### config.mk
export PLATFORM = sky130hd
export DESIGN_NAME = request_unit
export DESIGN_NICKNAME = d
export VERILOG_FILES = /design/src/rtl/cpu_types_pkg.sv /design/src/rtl/sat_counter.sv /design/src/rtl/request_unit.sv
export SDC_FILE = /design/constraint.sdc
export NUM_CORES = 1
export LEC_CHECK = 0
export BUFFER_PORTS_ARGS = -buffer_cell sky130_fd_sc_hd__buf_4
export CAP_MARGIN = 20
export CORE_ASPECT_RATIO = 1.25
export CORE_MARGIN = 2
export CORE_UTILIZATION = 53
export CTS_CLUSTER_DIAMETER = 120
export CTS_CLUSTER_SIZE = 24
export DETAILED_ROUTE_END_ITERATION = 12
export GPL_TIMING_DRIVEN = 0
export PLACE_DENSITY_LB_ADDON = 0.15
export SETUP_SLACK_MARGIN = 0.5
export SLEW_MARGIN = 20
export SYNTH_ARGS = -nofsm -noshare
export SYNTH_HDL_FRONTEND = slang
export SYNTH_HIERARCHICAL = 1
export SYNTH_SLANG_ARGS = --single-unit
export TNS_END_PERCENT = 10
### constraint.sdc
create_clock -name CLK -period 2.81 [get_ports CLK]
set_input_delay 0.281 -clock CLK [delete_from_list [all_inputs] [get_ports CLK]]
set_output_delay 0.281 -clock CLK [all_outputs]
set_load 0.02 [all_outputs]
### src/rtl/cpu_types_pkg.sv
// Shared types for the request sequencer.
//   word_t     : 32-bit instruction / data word
//   reqstate_t : request sequencer states
//   WD_W       : width of the stall watchdog counter
package cpu_types_pkg;

  typedef logic [31:0] word_t;

  typedef enum logic [2:0] {
    IDLE,
    FETCH,
    EXEC,
    MEM,
    HALT
  } reqstate_t;

  localparam int WD_W = 32;

endpackage

### src/rtl/sat_counter.sv
// Saturating up-counter. It holds at all-ones instead of wrapping.
// Ports:
//   CLK   : clock, rising edge
//   nRST  : asynchronous active-low reset, clears count
//   en    : increment this cycle
//   clr   : synchronous clear, takes priority over en
//   count : current value
module sat_counter #(
  parameter int W = 32
) (
  input  logic         CLK,
  input  logic         nRST,
  input  logic         en,
  input  logic         clr,
  output logic [W-1:0] count
);

  always_ff @(posedge CLK or negedge nRST) begin
    if (!nRST) begin
      count <= '0;
    end else if (clr) begin
      count <= '0;
    end else if (en && (count != '1)) begin
      count <= count + W'(1);
    end
  end

endmodule

### src/rtl/request_unit.sv
// Memory request sequencer between control_unit and the cache side of
// datapath_cache_if. It fetches an instruction, presents it to decode,
// issues any data request, and pulses pc_en when the instruction retires.
// Ports:
//   CLK, nRST                : clock (rising edge) and async active-low reset
//   ihit, imemload           : instruction cache hit and word
//   dhit                     : data cache hit
//   dREN_in, dWEN_in, halt_in: decode results from control_unit (EXEC only)
//   imemREN, dmemREN, dmemWEN: cache requests
//   instr, instr_valid       : latched instruction and decode strobe
//   pc_en                    : one-cycle retire pulse
//   halt, req_err, hung      : sticky status
//   cycle_cnt, instr_cnt     : saturating active-cycle and retire counters
//
// state | meaning
// IDLE  | one cycle after reset, no requests
// FETCH | imemREN asserted, waiting for ihit
// EXEC  | instr presented to decode, choose next step
// MEM   | latched data request asserted, waiting for dhit
// HALT  | absorbing until reset, halt asserted
module request_unit
  import cpu_types_pkg::*;
#(
  parameter int CNT_W   = 32,
  parameter int TIMEOUT = 0
) (
  input  logic             CLK,
  input  logic             nRST,
  input  logic             ihit,
  input  word_t            imemload,
  input  logic             dhit,
  input  logic             dREN_in,
  input  logic             dWEN_in,
  input  logic             halt_in,
  output logic             imemREN,
  output logic             dmemREN,
  output logic             dmemWEN,
  output word_t            instr,
  output logic             instr_valid,
  output logic             pc_en,
  output logic             halt,
  output logic             req_err,
  output logic             hung,
  output logic [CNT_W-1:0] cycle_cnt,
  output logic [CNT_W-1:0] instr_cnt
);

  reqstate_t       state, next_state;
  logic            req_rd, req_wr;
  logic            hung_q;
  logic            waiting, expire, wd_clr, cycle_en;
  logic [WD_W-1:0] wait_cnt;

  always_ff @(posedge CLK or negedge nRST) begin
    if (!nRST) state <= IDLE;
    else       state <= next_state;
  end

  always_comb begin
    next_state = state;
    case (state)
      IDLE:  next_state = FETCH;
      FETCH: if (ihit) next_state = EXEC;
      EXEC: begin
        if (halt_in)                 next_state = HALT;
        else if (dREN_in || dWEN_in) next_state = MEM;
        else                         next_state = FETCH;
      end
      MEM:   if (dhit) next_state = FETCH;
      HALT:  next_state = HALT;
      default: next_state = IDLE;
    endcase
  end

  // Requests are decoded from state only, so an async reset removes them
  // in the same instant. pc_en also looks at the hit/decode inputs.
  always_comb begin
    imemREN     = 1'b0;
    dmemREN     = 1'b0;
    dmemWEN     = 1'b0;
    instr_valid = 1'b0;
    pc_en       = 1'b0;
    halt        = 1'b0;
    case (state)
      FETCH: imemREN = 1'b1;
      EXEC: begin
        instr_valid = 1'b1;
        pc_en       = !halt_in && !dREN_in && !dWEN_in;
      end
      MEM: begin
        dmemREN = req_rd;
        dmemWEN = req_wr;
        pc_en   = dhit;
      end
      HALT: halt = 1'b1;
      default: ;
    endcase
  end

  // A simultaneous read and write request is resolved as a write only.
  always_ff @(posedge CLK or negedge nRST) begin
    if (!nRST) begin
      instr   <= '0;
      req_rd  <= 1'b0;
      req_wr  <= 1'b0;
      req_err <= 1'b0;
      hung_q  <= 1'b0;
    end else begin
      if (state == FETCH && ihit) instr <= imemload;
      if (state == EXEC) begin
        req_rd <= dREN_in && !dWEN_in;
        req_wr <= dWEN_in;
        if (dREN_in && dWEN_in) req_err <= 1'b1;
      end
      if (expire) hung_q <= 1'b1;
    end
  end

  // Watchdog: wait_cnt counts missed cycles since entering FETCH/MEM.
  assign waiting = (state == FETCH) || (state == MEM);
  assign wd_clr  = ((next_state == FETCH) || (next_state == MEM)) &&
                   (next_state != state);
  assign expire  = (TIMEOUT != 0) && waiting && (wait_cnt == WD_W'(TIMEOUT));
  assign hung    = hung_q || expire;

  sat_counter #(.W(WD_W)) u_wait_cnt (
    .CLK   (CLK),
    .nRST  (nRST),
    .en    ((state == FETCH && !ihit) || (state == MEM && !dhit)),
    .clr   (wd_clr),
    .count (wait_cnt)
  );

  assign cycle_en = (state == FETCH) || (state == EXEC) || (state == MEM);

  sat_counter #(.W(CNT_W)) u_cycle_cnt (
    .CLK   (CLK),
    .nRST  (nRST),
    .en    (cycle_en),
    .clr   (1'b0),
    .count (cycle_cnt)
  );

  sat_counter #(.W(CNT_W)) u_instr_cnt (
    .CLK   (CLK),
    .nRST  (nRST),
    .en    (pc_en),
    .clr   (1'b0),
    .count (instr_cnt)
  );

endmodule
==> impl_results.md <==
* Port Buffers at roughly 140
* Fraction of registers with async set/reset at 100.0%
* Routed via count at 4522
* Sequential fraction of the synthesis area at a little under half
* Pin count of the biggest net entering global routing at just over 100
* Number of rows in the core area at between 40 and 50
* CORE AREA at 9952 sq um
* Routed length per instance at 16.60 um
* Hold slack at between 0.02 and 0.03 ns
* Number of antenna violations at the first check in global routing at 0
* Sequential cell area at around 2600 sq um
* Run status: finished clean
* Top-level port count at ~140
* Clock-pin slew of the registers on the worst-case setup and hold paths at about 0.07 ns
* Number of detailed-route iterations in the first pass at 4
* Initial core utilization at ~54%
* Clock network latency to the later pin of the worst-skew pair at 0.35 ns
* Filler cell count at approximately 760
* Total congestion overflow at 0
* Critical Path Start Type: register
* Startpoint of the most critical setup path: state[0]
* Final max-slew violation count at 0
* Worst Reg-to-Reg Cells at 10
* Endpoint arrival time on the critical path at 2.69 ns
* Total inserted antenna cells at 0
* RR Startpoint: state[0]
* Final total negative setup slack at 0 ns
* Crit Path Category: reg -> reg
* Syn Inst Count at ~500
* CTS buffer count at 9
* Lkg Pwr at around 3.3 nW
* Synth Warn # at 6
* FF-to-FF setup slack at 0.39 ns
* Number of distinct standard cells referenced by the synthesized netlist at 52
* Unrepaired setup endpoints after global routing: true
* Post-synth design cell area at around 5400 sq um
* Detail Route Antenna Nets at 0
* Count of endpoints failing hold in the final timing report at 0
* Max Fanout on Critical Path at 10
* Die area at between 10000 and 15000 sq um
* Total chip power at ~0.0052 W
* Post-synth EDFFs at 0
* Largest clock skew in the final design at ~0.0090 ns
* Number of vias per cell at about 5.6
* CTS HTree Levels at 3
* Width of the die at 93.95 um
* Total GRT Usage at between 20% and 30%
* Global-route wire length before repair at between 20 and 25 mm
* Worst flop-to-flop path endpoint: u_instr_cnt/count[11]
* Post-route DRC at 0
* Slew at the pin closest to its max-slew limit at 0.9392 ns
* Clock tree from TritonCTS: yes
* Half-perimeter wire length after detailed placement at around 9.5 mm
* Area growth from synthesis to layout at 32.66%
* Maximum clock frequency at between 400 and 500 MHz
* Routability cong. at between 0.8 and 0.9
* Peak ir drop on the vdd network at 414.0 uV
* Max clock buf depth at 2
* Post-detailed-routing wire length at about 13 mm
* Tightest Hold Check Type: in -> async
* Height of the die at around 120 um
* Number of DRC markers in iteration 0 at between 150 and 200
* Final standard cell area without fillers at 7111 sq um
* Number of nets in the final layout at 710
* MaxCap Viol Count at 0
* Hold buffer count at cts at 0
* Main synth FF type: sky130_fd_sc_hd__dfrtp_1
* Data required, critical path at about 3.1 ns
* Ratio of total power to cell area at around 730 nW/um^2
* Root Buffer: sky130_fd_sc_hd__clkbuf_16
* Avg Cell Area, Syn at 10.68 sq um
* Post-layout min period at roughly 2.4 ns
* Area of placed instances at about 6700 sq um
* Number of setup violations in the final report at 0
* Number of global-route vias before repair at around 4400
* Proportion of layout cells with a drive suffix above 1 at between 30% and 40%
* Final worst path period share at a little under nine tenths
* Area taken by multi-input logic gates at about 2700 sq um
* CP Capture Type: register
* CTS sink cnt at between 100 and 150
* Worst rel slew slack at between 30% and 40%
* Post-synthesis register bit count at ~100
[worst max-delay path, stage by stage, from the launching register on]
cell	delay [ns]
sky130_fd_sc_hd__dfrtp_1	0.39
sky130_fd_sc_hd__buf_6	0.13
sky130_fd_sc_hd__or4_4	0.43
sky130_fd_sc_hd__a21boi_4	0.20
sky130_fd_sc_hd__and3_4	0.21
sky130_fd_sc_hd__nand4_1	0.08
sky130_fd_sc_hd__a21o_1	0.17
sky130_fd_sc_hd__buf_6	0.14
sky130_fd_sc_hd__buf_6	0.14
sky130_fd_sc_hd__or3_1	0.31
sky130_fd_sc_hd__a21oi_1	0.14
[worst max-delay path by stage]
stage                            endpoint  cells after the start
finish              u_instr_cnt/count[11]                     10
global route        u_instr_cnt/count[23]                      9
CTS                 u_instr_cnt/count[21]                      9
detailed placement  u_instr_cnt/count[13]                     10
global placement    u_instr_cnt/count[11]                     10
floorplan           u_instr_cnt/count[23]                      9
[cell type report]
type                            count  share of cell area, %
Sequential cell                   102                  35.90
Timing Repair Buffer              148                  15.85
Clock buffer                       10                  3.220
Buffer                             22                  2.164
Tap cell                          129                  2.270
Multi-Input combinational cell    371                  38.52
Clock inverter                      6                  1.285
Inverter                           15                 0.7918
[sequential cells by signal (all words and copies together) (netlist names)]
register and count:
req_err 1, req_wr 1, req_rd 1, state 3, u_instr_cnt/count 32, u_cycle_cnt/count 32, instr 32
[report_power, final]
part / internal, W / switching (W) / total [W]
sequential: 0.00176 / 0.000187 / 0.00195
clock: 0.000788 / 0.000561 / 0.00135
combinational: 0.000980 / 0.000912 / 0.00189
[metrics by stage]
step / worst slack, ns / util, % / cells
floorplan: 0.3780 / - / 510
global route: 0.3037 / 71.45 / 803
global placement: 0.2385 / 66.93 / 780
finish: 0.3882 / 71.45 / 803
CTS: 0.3771 / 70.69 / 800
detailed placement: 0.2002 / 66.97 / 780
[placed cells by master (no fill, tap or decap), types with 7 or more instances in the layout]
cell	Yosys	layout
sky130_fd_sc_hd__buf_4	3	149
sky130_fd_sc_hd__dfrtp_1	102	102
sky130_fd_sc_hd__nor2_1	55	54
sky130_fd_sc_hd__nand3_1	24	24
sky130_fd_sc_hd__nand2_1	23	23
sky130_fd_sc_hd__mux2_2	24	23
sky130_fd_sc_hd__mux2_4	22	23
sky130_fd_sc_hd__a21oi_1	23	22
sky130_fd_sc_hd__xnor2_1	20	20
sky130_fd_sc_hd__inv_1	15	15
sky130_fd_sc_hd__nor2b_1	15	15
sky130_fd_sc_hd__and3_1	16	14
sky130_fd_sc_hd__nand4_1	12	12
sky130_fd_sc_hd__a211oi_1	10	10
sky130_fd_sc_hd__or3_1	10	10
sky130_fd_sc_hd__conb_1	1	9
sky130_fd_sc_hd__clkbuf_16	0	9
sky130_fd_sc_hd__clkbuf_1	9	9
sky130_fd_sc_hd__buf_6	4	8
sky130_fd_sc_hd__nor3_1	9	8
sky130_fd_sc_hd__nor4_2	4	8
sky130_fd_sc_hd__o21ai_0	8	8
sky130_fd_sc_hd__and2_1	7	7
[Yosys cell counts (9+ instances only)]
library cell	instances	area, sq um
sky130_fd_sc_hd__or3_1	10	62.56
sky130_fd_sc_hd__mux2_4	22	330.3
sky130_fd_sc_hd__and3_1	16	100.1
sky130_fd_sc_hd__xnor2_1	20	175.2
sky130_fd_sc_hd__inv_1	15	56.30
sky130_fd_sc_hd__nand3_1	24	120.1
sky130_fd_sc_hd__nand4_1	12	75.07
sky130_fd_sc_hd__a21oi_1	23	115.1
sky130_fd_sc_hd__dfrtp_1	102	2552
sky130_fd_sc_hd__nor2_1	55	206.5
sky130_fd_sc_hd__a211oi_1	10	75.07
sky130_fd_sc_hd__nor3_1	9	45.04
sky130_fd_sc_hd__nand2_1	23	86.33
sky130_fd_sc_hd__nor2b_1	15	93.84
sky130_fd_sc_hd__mux2_2	24	270.3
sky130_fd_sc_hd__clkbuf_1	9	33.78
[timing repair]
item                       in CTS  in global routing
pin swaps                       3                  2
setup endpoints to repair      25                 31
resized for setup               3                 14
setup buffers                   4                  3
[cells by family after synthesis]
| group | share of synthesized area [%] |
|---|---|
| DFF | 47.62 |
| adders and majority gates | 0.4668 |
| AOI/OAI and AO/OA | 9.010 |
| and+or+nand+nor | 23.51 |
| muxes | 11.58 |
| xor gates and xnor gates | 4.248 |
| other | 0.06996 |
| buffers and inverters | 3.501 |
[routing by layer]
metal / vias to the layer above / global-route usage [%] / routed length, um
li1: 2127 / - / -
met1: 2243 / 28.19 / 5121
met2: 121 / 42.90 / 7280
met3: 31 / 4.129 / 595
met4: 0 / 11.59 / 331
met5: - / 0 / 0
Power figures use the tool's default switching activity.
